## src/rtl/data_bus_responder.sv

```systemverilog
// Memory-mapped data bus responder: word RAM plus an output and a synchronized input port,
// answering each accepted load/store with a one-cycle Ready after a fixed number of wait states.
module data_bus_responder #(
  parameter int unsigned MEMORY_DEPTH = 64,
  parameter int unsigned WAIT_STATES  = 1
) (
  input  logic        clk,
  input  logic        reset,
  input  logic        MemRead,
  input  logic        MemWrite,
  input  logic [31:0] Address,
  input  logic [31:0] WriteData,
  input  logic [7:0]  PortIn,
  output logic [31:0] ReadData,
  output logic        Ready,
  output logic        BusError,
  output logic [31:0] PortOut
);

  localparam int unsigned AW = $clog2(MEMORY_DEPTH);
  localparam int unsigned CW = 4;
  localparam logic [31:0] RAM_BASE     = 32'h1001_0000;
  localparam logic [31:0] RAM_LAST     = RAM_BASE + 32'(4 * MEMORY_DEPTH) - 32'd1;
  localparam logic [31:0] PORTOUT_ADDR = 32'h1001_FFF0;
  localparam logic [31:0] PORTIN_ADDR  = 32'h1001_FFF4;
  localparam logic [CW-1:0] WAIT_LAST  = CW'((WAIT_STATES == 0) ? 0 : WAIT_STATES - 1);
  localparam bit NO_WAIT = (WAIT_STATES == 0);

  typedef enum logic [1:0] {
    IDLE = 2'd0,
    WAIT = 2'd1,
    RESP = 2'd2
  } state_t;

  state_t          state;
  logic [CW-1:0]   wait_cnt;
  logic [31:0]     lat_addr;
  logic [31:0]     lat_wdata;
  logic            lat_read;
  logic            lat_write;
  logic            lat_both;
  logic [7:0]      sync1;
  logic [7:0]      sync2;
  logic [31:0]     mem [MEMORY_DEPTH];

  logic            req;
  logic [31:0]     cur_addr;
  logic            cur_read;
  logic            cur_write;
  logic            cur_both;
  logic            ram_hit;
  logic            pout_hit;
  logic            pin_hit;
  logic            misaligned;
  logic            acc_err;
  logic [AW-1:0]   ram_idx;
  logic [31:0]     rd_data;
  logic            enter_resp;
  logic            commit;

  assign req = MemRead | MemWrite;

  // With zero wait states the response is decided in IDLE, before the latches hold the request.
  always_comb begin
    cur_addr  = lat_addr;
    cur_read  = lat_read;
    cur_write = lat_write;
    cur_both  = lat_both;
    if (state == IDLE) begin
      cur_addr  = Address;
      cur_read  = MemRead & ~MemWrite;
      cur_write = MemWrite & ~MemRead;
      cur_both  = MemRead & MemWrite;
    end
  end

  assign ram_hit    = (cur_addr >= RAM_BASE) && (cur_addr <= RAM_LAST);
  assign pout_hit   = (cur_addr == PORTOUT_ADDR);
  assign pin_hit    = (cur_addr == PORTIN_ADDR);
  assign misaligned = |cur_addr[1:0];
  assign acc_err    = cur_both | misaligned | ~(ram_hit | pout_hit | pin_hit)
                    | (cur_write & pin_hit);
  assign ram_idx    = cur_addr[AW+1:2];

  always_comb begin
    rd_data = 32'd0;
    if (ram_hit) begin
      rd_data = mem[ram_idx];
    end else if (pout_hit) begin
      rd_data = PortOut;
    end else if (pin_hit) begin
      rd_data = {24'd0, sync2};
    end
  end

  assign enter_resp = ((state == IDLE) && req && NO_WAIT)
                    || ((state == WAIT) && (wait_cnt == WAIT_LAST));

  // Writes take effect on the edge leaving RESP; BusError already holds this access's verdict.
  assign commit = (state == RESP) && lat_write && !BusError;

  // Control FSM, response registers, output port and input synchronizer.
  always_ff @(posedge clk) begin
    if (reset) begin
      state     <= IDLE;
      wait_cnt  <= '0;
      lat_addr  <= 32'd0;
      lat_wdata <= 32'd0;
      lat_read  <= 1'b0;
      lat_write <= 1'b0;
      lat_both  <= 1'b0;
      Ready     <= 1'b0;
      BusError  <= 1'b0;
      ReadData  <= 32'd0;
      PortOut   <= 32'd0;
      sync1     <= 8'd0;
      sync2     <= 8'd0;
    end else begin
      sync1    <= PortIn;
      sync2    <= sync1;
      Ready    <= 1'b0;
      BusError <= 1'b0;

      case (state)
        IDLE: begin
          if (req) begin
            lat_addr  <= Address;
            lat_wdata <= WriteData;
            lat_read  <= MemRead & ~MemWrite;
            lat_write <= MemWrite & ~MemRead;
            lat_both  <= MemRead & MemWrite;
            wait_cnt  <= '0;
            state     <= NO_WAIT ? RESP : WAIT;
          end
        end
        WAIT: begin
          if (wait_cnt == WAIT_LAST) begin
            state <= RESP;
          end else begin
            wait_cnt <= wait_cnt + CW'(1);
          end
        end
        RESP: begin
          state <= IDLE;
          if (commit && pout_hit) begin
            PortOut <= lat_wdata;
          end
        end
        default: state <= IDLE;
      endcase

      if (enter_resp) begin
        Ready    <= 1'b1;
        BusError <= acc_err;
        if (acc_err) begin
          ReadData <= 32'd0;
        end else if (cur_read) begin
          ReadData <= rd_data;
        end
      end
    end
  end

  // Data RAM is deliberately left uninitialized by reset.
  always_ff @(posedge clk) begin
    if (!reset && commit && ram_hit) begin
      mem[ram_idx] <= lat_wdata;
    end
  end

endmodule
```

## config.mk

```make
export PLATFORM = sky130hd
export DESIGN_NAME = data_bus_responder
export DESIGN_NICKNAME = d
export VERILOG_FILES = /design/src/rtl/data_bus_responder.sv
export SDC_FILE = /design/constraint.sdc
export NUM_CORES = 2
export LEC_CHECK = 0
export BUFFER_PORTS_ARGS = -buffer_cell sky130_fd_sc_hd__buf_2
export CORE_UTILIZATION = 60
export CTS_CLUSTER_SIZE = 14
export DETAILED_ROUTE_END_ITERATION = 6
export PLACE_DENSITY = 0.77
export REMOVE_ABC_BUFFERS = 1
export SLEW_MARGIN = 20
export SYNTH_ARGS = -nofsm -noshare
export SYNTH_HDL_FRONTEND = slang
export SYNTH_SLANG_ARGS = --single-unit
```

## constraint.sdc

```tcl
create_clock -name clk -period 5.97 [get_ports clk]
set_input_delay 0 -clock clk [delete_from_list [all_inputs] [get_ports clk]]
set_output_delay 0 -clock clk [all_outputs]
set_load 0.005 [all_outputs]
```

# == After elaboration in Yosys (flattened, before gate mapping) ==
# Memory sizes are Yosys's and may differ from the RTL's.
# Index checks and enable logic that the tools add are counted.
# totals
n_memories,1
input_bits,76
mem_bits_rw,2048
register_bits,155
wordCells,76
# mem_list
memory,words,word_bits,rd,rd_ports_with_merged_regs,wr,line,text
mem,64,32,1,0,1,44,logic [31:0] mem [MEMORY_DEPTH];
# classes
order_cmp,2
muxes,18
n_addsub,1
bitwise_logic,14
reduce_logical,20
eq_ne,7
# ops
cell,n
$mux W32,5
$eq A32 B29 Y1 const B,2
$ge A32 B29 Y1 const B,1
$le A32 B29 Y1 const B,1
$mux W4,2
$mux W8,1
$pmux W4 S2,1
$reduce_and A2 Y1,4
$logic_and A1 B1 Y1,7
$mux W1,6
$or A1 B1 Y1,6
$add A4 B1 Y4 const B,1
$and A1 B1 Y1,4
$logic_not A4 Y1,1
$mux W2,2
$ne A2 B2 Y1 const B,2
$not A1 Y1,4
$pmux W2 S2,1
$reduce_bool A2 Y1,2
$reduce_or A2 Y1,2
$reduce_and A3 Y1,1
$eq A2 B1 Y1 const B,1
$eq A2 B2 Y1 const B,1
$logic_not A1 Y1,2
other kinds (2),2

# == Longest topological paths before layout ==
# logic_depth
ltp_word,11
mapped_depth,15
depth_no_buf,9

# == Worst setup path before layout ==
# OpenSTA, ideal clock, no wires.
# synth_timing
kind,reg2reg
start,register state[0]
end,memory mem[39][0] (enable)
path_buffers,7
stages_incl_launch_ff,12
setup_time_ps,421
slack_ps,1845
required_ps,5549
arrival_time_ps,3704
cell_sequence,dfxtp_1 buf_4 clkbuf_1 o21a_1 a21o_1 buf_2 buf_1 buf_2 buf_2 buf_1 nand2_1 nor2_1
# synth_between
elab_chain_len,7
word_cells_on_any_way,12
classes_between,order compare (2); eq/ne (1); mux (3); reduce/logical (6)
# synth_lines
item,line,text
from (decl),35,state_t state;
from (signal assigned),133,state <= NO_WAIT ? RESP : WAIT;
$logic_not A2 Y1 / $eq A2 B2 Y1 (equally long branches),"69, 100",
$mux W32 / $logic_and A1 B1 Y1 (equally long branches),"69, 100",
"$ge A32 B29 Y1, or another cell as far along",77,assign ram_hit = (cur_addr >= RAM_BASE) && (cur_addr <= RAM_LAST);
"$logic_and A1 B1 Y1, on equally long branches","77, 166",
$logic_and A1 B1 Y1,166,if (!reset && commit && ram_hit) begin
$mux W1,166,
$mux W1 (not written as such),167,mem[ram_idx] <= lat_wdata;
to (decl),44,
# Several ways; a longest one is shown, not always the timed one.

# == Worst setup path in the final report ==
# layout_timing
start,register state[1]
end,register ReadData[12]
# layout_between
elab_chain_len,11
word_cells_on_any_way,27
classes_between,order compare (2); eq/ne (3); mux (8); bitwise (7); reduce/logical (6); memory (1)
# layout_lines
item,line,text
$logic_not A2 Y1,69,if (state == IDLE) begin
$mux W32,69,
$ge A32 B29 Y1 / $le A32 B29 Y1 (equally long branches),77,
$logic_and A1 B1 Y1,77,
$or A1 B1 Y1 (2 in series),81,assign acc_err = cur_both | misaligned | ~(ram_hit | pout_hit | pin_hit)
$not A1 Y1,81,
$or A1 B1 Y1,81,
$or A1 B1 Y1,82,| (cur_write & pin_hit);
$reduce_bool A2 Y1 (no source line),--,
$reduce_and A2 Y1 (no source line),--,
to (signal assigned),158,ReadData <= rd_data;
to (decl),14,"output logic [31:0] ReadData,"
# Several ways; a longest one is shown, not always the timed one. The select of a mux whose other input is x is not followed.
# A chain may end at the register's enable or synchronous reset.

==> impl_metrics.csv <==
group,metric,value,unit
floorplanning,rows,133,
timing,drv_slew,0,
timing,hold_viol,0,
drt,drtIter0Drc,10764,
logic_synthesis,yosys.area.top_type,"edfxtp_1",
power,power,32.3,mW
logic_synthesis,synth-xor-area-share,0.000220,
floorplanning,die_h,366,um
drt,antenna_left,0,
global_routing,grt.total_usage,0.385,
timing,post-route-period-util,0.841,
global_routing,grt_pass1_wl,368,mm
logic_synthesis,yosys.area_share.adder,0.000314,
critical_path,required,6.76,ns
power,leakage,29.2,nW
min_path,min_delay_worst_endpoint,"lat_wdata[4]$_SDFFE_PP0P_",
final_layout,layout.nets,5440,
timing,max_slew_margin,0.164,
run_status,violations,"DRC",
clocking,numCtsBuffers,202,
clocking,root_buffer,"clkbuf_16",
floorplanning,die-area,134000,um2
logic_synthesis,syn_area_per_cell,16.1,um2
logic_synthesis,ys.flop_type,"edfxtp_1",
critical_path,crit_fanout,59,
flow_run,cap_viol_max_count,0,
logic_synthesis,postSynthCellCount,4932,
logic_synthesis,yosys.area_share.simple,0.0508,
floorplanning,die_x,366,um
logic_synthesis,yosysWarnings,0,
critical_path,r2r-start,"state[1]$_SDFFE_PP0P_",
final_layout,final_cells,7299,
critical_path,path_class,"flop to flop",
clocking,worstSkewPairLatency,0.87,ns
logic_synthesis,synth_top_family_by_area,"compound AO/OA/AOI/OAI gates",
timing,final.setup.worst_slack,0.946,ns
timing,rsz0062_at_grt,"false",
clocking,cts_resized,0,
final_layout,final_core_util,0.702,
drt,routedWlPerCell,35.9,um
clocking,clk_pin_slew,0.07,ns
logic_synthesis,yosys-top-cells-area,"edfxtp_1 (77%), o22ai_1 (8.0%), dfxtp_1 (3.9%)",
drt,drc,14,
critical_path,crit_path_start_kind,"flop",
final_layout,final_cell_mix,"edfxtp_1 (2048), o22ai_1 (1022), o21ai_0 (328)",
min_path,min_path_type,"input pin to flop",
timing,finalSetupTns,0,ns
min_path,min_from,"WriteData[4]",
timing,whs,0.0592,ns
global_routing,grt_max_degree,125,
clocking,cts_buffer_depth,3,
final_layout,layout_commonest_cell,"edfxtp_1",
global_routing,antenna_found_initial,22,
min_path,hold_depth,4,
drt,route.vias.total,54418,
drt,wl,262,mm
place,dpl.cell_count,6688,
logic_synthesis,ys_seq_area_frac,0.811,
critical_path,worstReg2RegEnd,"ReadData[12]$_SDFFE_PP0P_",
logic_synthesis,yosysUniqueCellTypes,61,
final_layout,areaGrowthSynthToFinish,16.1,%
clocking,clock-sinks,2203,
final_layout,design_area,92400,um2
critical_path,worstRegToRegCells,11,
clocking,postCtsSetupRepairBufs,0,
global_routing,overflow,0,
place,hpwlAfterDp,139,mm
logic_synthesis,synthMuxAreaShare,0.000126,
timing,fmax,0.199,GHz
logic_synthesis,synth_edf_count,2048,
timing,setup_viol,0,
global_routing,grt_pass1_vias,52577,
logic_synthesis,syn_area,79700,um2
place,dpl_cell_area,83900,um2
logic_synthesis,synth-compound-area-share,0.118,
clocking,cts_max_level,4,
place,gp_congestion,0.912,
logic_synthesis,synth_top_cell_area_share,0.772,
final_layout,drive_gt1_frac,0.136,
critical_path,r2r_setup_slack,0.95,ns
logic_synthesis,ys_ff_latch,2203,
timing,fin_crit,5.02,ns
drt,vias_per_cell,7.46,
place,portBuffers,141,
timing,skew,0.0502,ns
floorplanning,io-pin-count,142,
power,ir_worst_vdd,0.000334,V
critical_path,arrival,5.81,ns
timing,worstMarginPinSlew,1.25,ns
place,place_ws,1.26,ns
run_status,status,"finished with violations",
critical_path,end_kind,"flop",
logic_synthesis,async_reset_ff_frac,0,
clocking,ctsHoldBuffers,224,
floorplanning,initial_utilization,0.605,
power,pwr_density_cell,349,nW/um2
clocking,cts_tree,"built",
floorplanning,core,132000,um2
drt,firstDrtPassIters,7,
layer usage:
metal,vias to the layer above,routed length (um),track usage
met3,1269,44900,0.130
met5,-,134,0
met4,20,20500,0.260
met1,26143,82900,0.497
li1,21075,-,-
met2,5911,114000,0.558
worst max path at each step:
stage / depth (start not counted) / from / end / slack, ns
detailed placement: 12 / state[1]$_SDFFE_PP0P_ / ReadData[14]$_SDFFE_PP0P_ / 1.26
CTS: 12 / state[1]$_SDFFE_PP0P_ / ReadData[14]$_SDFFE_PP0P_ / 1.18
floorplan: 5 / lat_addr[3]$_SDFFE_PP0P_ / PortOut[0]$_SDFFE_PP0P_ / -24.08
finish: 11 / state[1]$_SDFFE_PP0P_ / ReadData[12]$_SDFFE_PP0P_ / 0.95
global route: 12 / state[0]$_SDFFE_PP0P_ / ReadData[14]$_SDFFE_PP0P_ / 0.93
global placement: 12 / state[1]$_SDFFE_PP0P_ / ReadData[14]$_SDFFE_PP0P_ / 1.32
cells by family (layout without fill, tap and decap cells):
logic type | Yosys count | count (layout)
XOR/XNOR | 2 | 2
buffers and inverters | 348 | 944
AND/OR/NAND/NOR | 826 | 826
adder cells (fa/ha/maj) | 2 | 2
flip-flops | 2203 | 2203
other | 0 | 16
AO/OA/AOI/OAI | 1550 | 1550
multiplexers | 1 | 1
worst max-delay path, cell delays in order, from the launching register on:
cell and delay (ns):
dfxtp_1 0.52, or2_0 0.34, buf_4 0.25, a31oi_4 0.98
buf_12 0.41, buf_4 0.48, o22ai_1 0.16, or3_1 0.38
o311ai_0 0.13, a21oi_1 0.24, nor4_1 0.77, a221o_1 0.20
power breakdown:
group	switching [mW]	total [mW]	internal, mW	leakage (nW)
combinational	1.81	2.57	0.756	6.28
sequential	0.236	17.3	17.0	19.8
clock	5.63	12.5	6.84	3.05
total	7.68	32.3	24.6	29.2
area by class of cell:
type | instances | area, um2
clock buffers | 267 | 5490
clock inverters | 103 | 763
inverters | 6 | 22.5
diodes | 16 | 40.0
multi-input cells | 2381 | 14200
flip-flops and latches | 2203 | 64700
well taps | 1755 | 2200
repair buffers | 568 | 5080
fillers | 7483 | 39200
state kept, by name, indices dropped and copies added, names as in the netlist, 2 cells and up:
signal / flops
state: 2
lat_addr: 32
mem: 2048
sync2: 8
PortOut: 32
sync1: 8
lat_wdata: 32
ReadData: 32
wait_cnt: 4
synthesized netlist by cell type, types with 3 or more instances:
cell,count
o22ai_1,1023
a22oi_1,8
nor3_1,258
buf_2,153
nor2b_1,18
buf_6,3
or2_2,3
nor4bb_1,3
buf_4,4
inv_1,6
nand4b_1,4
o311ai_0,12
o211ai_1,5
nand2_1,240
nor4b_1,10
o31ai_1,8
nor3b_1,3
a221o_1,19
nor2_1,106
dfxtp_1,155
o211a_1,3
or3_1,27
a21oi_1,107
o32ai_1,3
or4_1,22
a31oi_4,3
o2bb2a_1,3
a31oi_1,4
nand2b_1,7
edfxtp_1,2048
o21ai_0,330
clkbuf_1,120
nand3_1,14
nor4_1,32
buf_1,61
nand4_1,74
Note: power is estimated with default switching activity, not from simulation.
